[src/rtl/pipo_rr_arbiter_if.sv]
// pipo_rr_arbiter_if: requester-side bus of the round-robin PIPO write arbiter.
//
// Optional feature macro: PIPO_ARB_LOCK_EN (adds the per-requester lock vector).
//
// Signals:
//   req      per-requester write request, level-sensitive
//   din      packed words, requester i drives din[i*WIDTH +: WIDTH]
//   lock     per-requester burst hold (only with PIPO_ARB_LOCK_EN)
//   ack      one-hot write acknowledge, registered
//   q        PIPO register contents, registered
//   q_valid  high once q has been written since reset
//   owner    index of the requester that last wrote q
//
// Modports: master = requester/producer side, slave = arbiter side.
interface pipo_rr_arbiter_if #(
    parameter int unsigned WIDTH = 4,
    parameter int unsigned NREQ  = 4
);
    localparam int unsigned OW = (NREQ > 1) ? $clog2(NREQ) : 1;

    logic [NREQ-1:0]       req;
    logic [NREQ*WIDTH-1:0] din;
`ifdef PIPO_ARB_LOCK_EN
    logic [NREQ-1:0]       lock;
`endif
    logic [NREQ-1:0]       ack;
    logic [WIDTH-1:0]      q;
    logic                  q_valid;
    logic [OW-1:0]         owner;

`ifdef PIPO_ARB_LOCK_EN
    modport master (output req, din, lock, input ack, q, q_valid, owner);
    modport slave  (input req, din, lock, output ack, q, q_valid, owner);
`else
    modport master (output req, din, input ack, q, q_valid, owner);
    modport slave  (input req, din, output ack, q, q_valid, owner);
`endif
endinterface

[src/rtl/pipo_rr_arbiter.sv]
// pipo_rr_arbiter: round-robin write arbiter sharing one internal PIPO register
// among NREQ requesters. A grant loads the winner's word into q, records the
// winner in owner and pulses its ack for one cycle; the cycle after a grant is
// a blanking (ACK) cycle in which no grant is made.
//
// Optional feature macro: PIPO_ARB_LOCK_EN. When defined, a requester holding
// both req and lock through its ACK cycle enters HOLD and streams one word per
// cycle until it drops either signal.
//
// Ports:
//   clk    rising-edge clock
//   reset  synchronous active-low reset, dominates all inputs
//   bus    pipo_rr_arbiter_if.slave (req/din/[lock] in, ack/q/q_valid/owner out)
module pipo_rr_arbiter #(
    parameter int unsigned WIDTH = 4,
    parameter int unsigned NREQ  = 4
) (
    input  logic             clk,
    input  logic             reset,
    pipo_rr_arbiter_if.slave bus
);
    localparam int unsigned OW = (NREQ > 1) ? $clog2(NREQ) : 1;

`ifdef PIPO_ARB_LOCK_EN
    typedef enum logic [1:0] {StArb, StAck, StHold} state_e;
`else
    typedef enum logic [1:0] {StArb, StAck} state_e;
`endif

    state_e           state_q;
    logic [OW-1:0]    ptr_q;
    logic [WIDTH-1:0] data_q;
    logic [OW-1:0]    owner_q;
    logic [NREQ-1:0]  ack_q;
    logic             valid_q;

    logic [OW-1:0]    winner;
    logic [OW-1:0]    ptr_next;
    logic [NREQ-1:0]  winner_onehot;
    logic [WIDTH-1:0] winner_data;

    // Scan ptr, ptr+1, ..., wrapping modulo NREQ; first set request wins.
    always_comb begin
        int unsigned idx;
        logic [OW-1:0] cand;
        logic found;
        winner = ptr_q;
        found  = 1'b0;
        idx    = 0;
        cand   = '0;
        for (int unsigned i = 0; i < NREQ; i++) begin
            idx = int'(ptr_q) + i;
            if (idx >= NREQ) begin
                idx = idx - NREQ;
            end
            cand = OW'(idx);
            if (!found && bus.req[cand]) begin
                winner = cand;
                found  = 1'b1;
            end
        end
    end

    always_comb begin
        winner_onehot         = '0;
        winner_onehot[winner] = 1'b1;
        winner_data           = bus.din[winner*WIDTH +: WIDTH];
        ptr_next              = (winner == OW'(NREQ - 1)) ? '0 : winner + OW'(1);
    end

`ifdef PIPO_ARB_LOCK_EN
    logic             hold_ok;
    logic [NREQ-1:0]  owner_onehot;
    logic [WIDTH-1:0] owner_data;

    always_comb begin
        hold_ok                = bus.req[owner_q] && bus.lock[owner_q];
        owner_onehot           = '0;
        owner_onehot[owner_q]  = 1'b1;
        owner_data             = bus.din[owner_q*WIDTH +: WIDTH];
    end
`endif

    always_ff @(posedge clk) begin
        if (!reset) begin
            state_q <= StArb;
            ptr_q   <= '0;
            data_q  <= '0;
            owner_q <= '0;
            ack_q   <= '0;
            valid_q <= 1'b0;
        end else begin
            unique case (state_q)
                StArb: begin
                    if (|bus.req) begin
                        data_q  <= winner_data;
                        owner_q <= winner;
                        valid_q <= 1'b1;
                        ack_q   <= winner_onehot;
                        ptr_q   <= ptr_next;
                        state_q <= StAck;
                    end else begin
                        ack_q <= '0;
                    end
                end
                // Blanking cycle: the winner may still hold req while it sees ack.
                StAck: begin
                    ack_q <= '0;
`ifdef PIPO_ARB_LOCK_EN
                    state_q <= hold_ok ? StHold : StArb;
`else
                    state_q <= StArb;
`endif
                end
`ifdef PIPO_ARB_LOCK_EN
                // Streaming burst; ptr already points past the owner.
                StHold: begin
                    if (hold_ok) begin
                        data_q <= owner_data;
                        ack_q  <= owner_onehot;
                    end else begin
                        ack_q   <= '0;
                        state_q <= StArb;
                    end
                end
`endif
                default: begin
                    ack_q   <= '0;
                    state_q <= StArb;
                end
            endcase
        end
    end

    assign bus.ack     = ack_q;
    assign bus.q       = data_q;
    assign bus.q_valid = valid_q;
    assign bus.owner   = owner_q;
endmodule

[src/flat_wrapper.sv]
// flat-port wrapper written by rule: the top's interface ports become plain ports
module pipo_rr_arbiter_flat 
#(
    parameter int unsigned WIDTH = 4,
    parameter int unsigned NREQ  = 4
)
  (clk, reset, bus_req, bus_din, bus_ack, bus_q, bus_q_valid, bus_owner);
  pipo_rr_arbiter_if #(.WIDTH(WIDTH), .NREQ(NREQ)) bus_i ();
  input  logic clk;
  input  logic reset;
  input wire logic [$bits(bus_i.req)-1:0] bus_req;
  input wire logic [$bits(bus_i.din)-1:0] bus_din;
  output wire logic [$bits(bus_i.ack)-1:0] bus_ack;
  output wire logic [$bits(bus_i.q)-1:0] bus_q;
  output wire logic [$bits(bus_i.q_valid)-1:0] bus_q_valid;
  output wire logic [$bits(bus_i.owner)-1:0] bus_owner;
  assign bus_i.req = bus_req;
  assign bus_i.din = bus_din;
  assign bus_ack = bus_i.ack;
  assign bus_q = bus_i.q;
  assign bus_q_valid = bus_i.q_valid;
  assign bus_owner = bus_i.owner;
  pipo_rr_arbiter #(.WIDTH(WIDTH), .NREQ(NREQ)) u_core (.clk(clk), .reset(reset), .bus(bus_i));
endmodule
[config.mk]
export PLATFORM = sky130hd
export DESIGN_NAME = pipo_rr_arbiter_flat
export DESIGN_NICKNAME = d
export VERILOG_FILES = /design/src/rtl/pipo_rr_arbiter_if.sv /design/src/rtl/pipo_rr_arbiter.sv /design/src/flat_wrapper.sv
export SDC_FILE = /design/constraint.sdc
export NUM_CORES = 1
export LEC_CHECK = 0
export ABC_AREA = 1
export CORE_MARGIN = 2
export CORE_UTILIZATION = 48
export DETAILED_ROUTE_END_ITERATION = 7
export PLACE_DENSITY = 0.84
export REMOVE_ABC_BUFFERS = 1
export SLEW_MARGIN = 20
export SYNTH_ARGS = -nofsm -noshare
export SYNTH_HDL_FRONTEND = slang
export SYNTH_SLANG_ARGS = --single-unit
[constraint.sdc]
create_clock -name clk -period 6 [get_ports clk]
set_clock_uncertainty 0.05 [all_clocks]
set_input_delay 1.2 -clock clk [delete_from_list [all_inputs] [get_ports clk]]
set_output_delay 1.2 -clock clk [all_outputs]
set_load 0.05 [all_outputs]
[Word level (Yosys, flattened, before mapping)]
Index checks and enable logic that the tools add are counted.
Storage, ports and cells
  register bits: 14
  input bits: 22
  output and inout port bits: 11
  word-level logic and storage cells: 60
Cells by class
  $add $sub $neg: 8
  magnitude comparators: 10
  equal/unequal tests: 1
  shift operators: 1
  muxes and demuxes: 22
  reductions and logical operators: 12
Operators by type and width (number)
  $mux W2: 9
  $shiftx A16 B5 Y4: 1
  $lt A2 B3 Y1 const B: 5
  $ge A3 B3 Y1 const B: 3
  $bmux W1 S2: 4
  $mux W1: 8
  $sub A2 B1 Y2 const B: 4
  $add A2 B2 Y3 const B: 2
  $logic_and A1 B1 Y1: 4
  $reduce_and A2 Y1: 2
  $reduce_or A4 Y1: 1
  $add A2 B1 Y3 const B: 1
  $ge A2 B3 Y1 const B: 1
  $logic_not A1 Y1: 3
  $reduce_and A3 Y1: 1
  $add A2 B1 Y2 const B: 1
  $demux W1 S2: 1
  $eq A2 B2 Y1 const B: 1
  $ge A2 B1 Y1 const B: 1
  $logic_not A2 Y1: 1

[Longest topological paths before layout]
  depth after elaboration: 18
  mapped depth: 17
  gate-level depth less buffers: 16

[Least setup slack after synthesis]
No wires, ideal clock.
  kind: input port to flip-flop
  from: input bus_req[1]
  to: register u_core.ptr_q[1]
  setup time: 119 ps
  arrival time: 2480 ps
  required time: 5831 ps
  path slack: 3350 ps
  stages: 13
  buffers on the path: 0
  cell sequence: nand2_1 nand2_1 nand2_1 nand2_2 nor2_8 nand3_4 nand2_1 nand2_1 nand2_4 inv_4 ha_1 o21ai_0 a21oi_1
On the way
  word-level cells in the longest chain between the ends: 14
  elaborated cells between the ends (all ways): 26
  those cells by class: add/sub: 1; eq/ne: 1; mux: 16; reduce/logical: 8
RTL lines
  from (decl): line flat_wrapper.sv:11  | input wire logic [$bits(bus_i.req)-1:0] bus_req;
  $bmux W1 S2: line pipo_rr_arbiter.sv:57  | if (!found && bus.req[cand]) begin
  $mux W1 (implied by the code): line pipo_rr_arbiter.sv:57
  $mux W1: line pipo_rr_arbiter.sv:57
  $logic_not A1 Y1: line pipo_rr_arbiter.sv:57
  $logic_and A1 B1 Y1: line pipo_rr_arbiter.sv:57
  $mux W1: line pipo_rr_arbiter.sv:57
  $logic_not A1 Y1: line pipo_rr_arbiter.sv:57
  $logic_and A1 B1 Y1: line pipo_rr_arbiter.sv:57
  $mux W1: line pipo_rr_arbiter.sv:57
  $logic_not A1 Y1: line pipo_rr_arbiter.sv:57
  $logic_and A1 B1 Y1: line pipo_rr_arbiter.sv:57
  $mux W2 *: line pipo_rr_arbiter.sv:57
  net u_core.winner[1]: line pipo_rr_arbiter.sv:37  | logic [OW-1:0] winner;
  $add A2 B1 Y2 or $eq A2 B2 Y1 (tied branches): line pipo_rr_arbiter.sv:68  | ptr_next = (winner == OW'(NREQ - 1)) ? '0 : winner + OW'(1);
  $mux W2 *: line pipo_rr_arbiter.sv:68
  net u_core.ptr_next[1]: line pipo_rr_arbiter.sv:38  | logic [OW-1:0] ptr_next;
  to (signal assigned): line pipo_rr_arbiter.sv:100  | ptr_q <= ptr_next;
  to (decl): line pipo_rr_arbiter.sv:31  | logic [OW-1:0] ptr_q;
Mark *: on every way through the listed nets, which the timed path passes. The rest lies on a longest branch. The select of a mux whose other input is x is not followed.
A chain may end at the register's enable or synchronous reset.

[Worst setup path after layout]
  from: input bus_req[2]
  to: register u_core.ptr_q[1]
Same word-level chain as after synthesis.

==> results.py <==
metrics = {
    "power_and_ir_drop": {
        "ir_drop_uv": 351,
        "power_density_nw_per_um2": 570,
        "p_leak_nw": 0.676,
    },
    "synth": {
        "ys_warn_count": 0,
        "synth_seq_area_share_pct": 29.1,
        "synth_area_per_cell_um2": 6.26,
        "syn_inst": 154,
        "ys_seq_elements": 14,
        "netlist_area_um2": 963,
        "ys_types": 18,
    },
    "timing": {
        "finalCritPeriodShare_pct": 50.4,
        "slew_violations": 0,
        "min_period_ps": 3020,
        "timing.hold.ws_ps": 439,
        "hold_viol": 0,
        "fin_setup_tns_ps": 0,
        "worstMarginPinSlew_ps": 794,
        "rsz0062_at_grt": "false",
        "relSlewSlack_pct": 46.9,
        "max_freq_mhz": 331,
        "setup_viol": 0,
    },
    "clock_tree": {
        "clk_latency_ps": 280,
        "cts.sinks": 14,
        "cts_buffers": 3,
        "cts_root_buf": "clkbuf_4",
        "clkSlewWorstSetupHoldPaths_ps": 80,
        "cts.path.max_buffers": 2,
        "ctsHoldBuffers": 0,
        "cts_resized": 0,
        "cts_htree_levels": 1,
        "post_cts_buffers": 0,
        "tritoncts": "built",
    },
    "drt": {
        "drc_errors": 0,
        "first_pass_iters": 4,
        "wl_per_cell_um": 10.7,
        "wl_met2_mm": 1.16,
        "top_layer": "met4",
        "vias": 1050,
        "met3_length_um": 113,
        "viasPerCell": 4.88,
        "ant_nets": 0,
        "drt_wl_total_mm": 2.30,
        "dr.first_iter.drc_count": 15,
        "wirelength_met1_mm": 1.02,
    },
    "worst_setup_path": {
        "crit_top_cell": "nand2_1",
        "cp-end-kind": "register",
        "critical_path.max_fanout": 8,
        "worstPathRequired_ps": 6130,
        "path_cells": "clkdlybuf4s50_1 -> nand2_1 -> nand2_1 -> nand2_1 -> nand2_4 -> nand3_1 -> nand2_1 -> nand3_1 -> nand2_4 -> inv_4 -> ha_1 -> o21ai_0 -> a21oi_1",
        "path_delay_family": "simple AND/OR/NAND/NOR gates",
        "path_buf_inv": 2,
        "worstPathArrival_ps": 3150,
        "path_class": "input pin to register",
        "critPathLaunchType": "input pin",
        "max_stage_delay_ps": 510,
        "slowest_stage": "clkdlybuf4s50_1",
    },
    "layout": {
        "utilization_pct": 69.9,
        "fin_nets": 215,
        "layout_common_cells": "54 x nand2_1, 32 x clkdlybuf4s50_1, 27 x nand3_1",
        "synthToLayoutAreaGrowth_pct": 39.4,
        "antennaDiodeCount": 0,
        "instances_no_fill": 215,
        "fin_area_um2": 1340,
        "layout_commonest_cell": "nand2_1",
        "drive_gt1_share_pct": 10.1,
    },
    "global_routing": {
        "grt_pass1_vias": 1000,
        "grt_pass1_wl_mm": 4.09,
        "grt_max_degree": 14,
        "antenna_found_initial": 0,
        "gr-total-overflow": 0,
        "grtUsageTotal_pct": 21.5,
    },
    "floorplanning": {
        "fp.dieArea_um2": 2380,
        "die_h_um": 48.8,
        "initial_core_util_pct": 50.1,
        "core_um2": 1920,
        "row_count": 16,
        "die_w_um": 48.8,
        "io_pins": 33,
    },
    "run": {
        "drv_cap": 0,
    },
    "place": {
        "dp_hpwl_mm": 1.85,
        "portBuffers": 32,
        "globalplace.congestion": 0.814,
        "dpl_cell_area_um2": 1310,
        "dpl.cell_count": 211,
    },
    "status": {
        "status": "complete, no violations",
    },
    "worst_hold_path": {
        "hold_class": "register to register",
    },
}
[worst reg2reg max path: stages (launching register included)]
cell and delay (ps):
dfxtp_1 600, inv_4 120, nand2_1 80, nand2_1 70, nand2_1 110, nand2_4 80, nor2_8 120, nand3_4 130
nand2_1 100, nand2_1 80, nand2_4 120, inv_4 60, ha_1 270, o21ai_0 160, a21oi_1 50
[registers in the layout (all words and copies together), names as in the netlist]
name / flops
u_core.bus.ack: 4
u_core.bus.owner: 2
u_core.bus.q: 4
u_core.bus.q_valid: 1
u_core.ptr_q: 2
u_core.state_q: 1
[cell type report]
type	instances	area [um2]
Tap cell	27	33.8
Fill cell	180	579
Clock buffer	4	36.3
Timing Repair Buffer	32	320
Multi-Input combinational cell	122	607
Inverter	16	65.1
Sequential cell	14	280
[worst paths after layout]
check                      from                 end  depth (start not counted)  slack (ps)
min          u_core.bus.q_valid  u_core.bus.q_valid                          2         440
max reg2reg     u_core.ptr_q[0]     u_core.ptr_q[1]                         14        3700
max                  bus_req[2]     u_core.ptr_q[1]                         13        2980
min reg2reg  u_core.bus.q_valid  u_core.bus.q_valid                          2         440
[through the flow]
stage / setup WS [ps] / power (mW)
after floorplan: 3340 / 0.560
after global placement: 2720 / 0.680
after detailed placement: 2680 / 0.698
after CTS: 2980 / 0.768
after global routing: 2820 / 0.842
final: 2980 / 0.765
[cell families after synthesis]
group | count (synthesis) | share of synthesized area (%)
compound gates | 6 | 3.12
buf+inv | 18 | 7.92
fa+ha+maj | 4 | 5.20
simple gates | 112 | 54.7
flops | 14 | 29.1
[synth_stat cells (all sizes together)]
| library cell | n | area, um2 |
|---|---|---|
| nor2 | 20 | 91.3 |
| buf | 1 | 7.51 |
| nor4 | 1 | 6.26 |
| ha | 4 | 50.1 |
| dfxtp | 14 | 280 |
| a21oi | 3 | 15.0 |
| clkbuf | 1 | 3.75 |
| o21ai | 3 | 15.0 |
| nand2 | 61 | 256 |
| nand3 | 30 | 173 |
| inv | 16 | 65.1 |
[metal layers]
metal / up-vias / GRT usage [%]
met2: 30 / 38.8
met3: 2 / 6.44
met5: - / 0
li1: 561 / -
met1: 457 / 25.0
met4: 0 / 4.29
[power breakdown]
group / switching, mW / internal [mW] / leakage, nW
clock network: 0.0295 / 0.0370 / 0.0210
logic: 0.365 / 0.182 / 0.539
registers: 0.0262 / 0.126 / 0.116
Note: power is estimated with default switching activity, not from simulation.
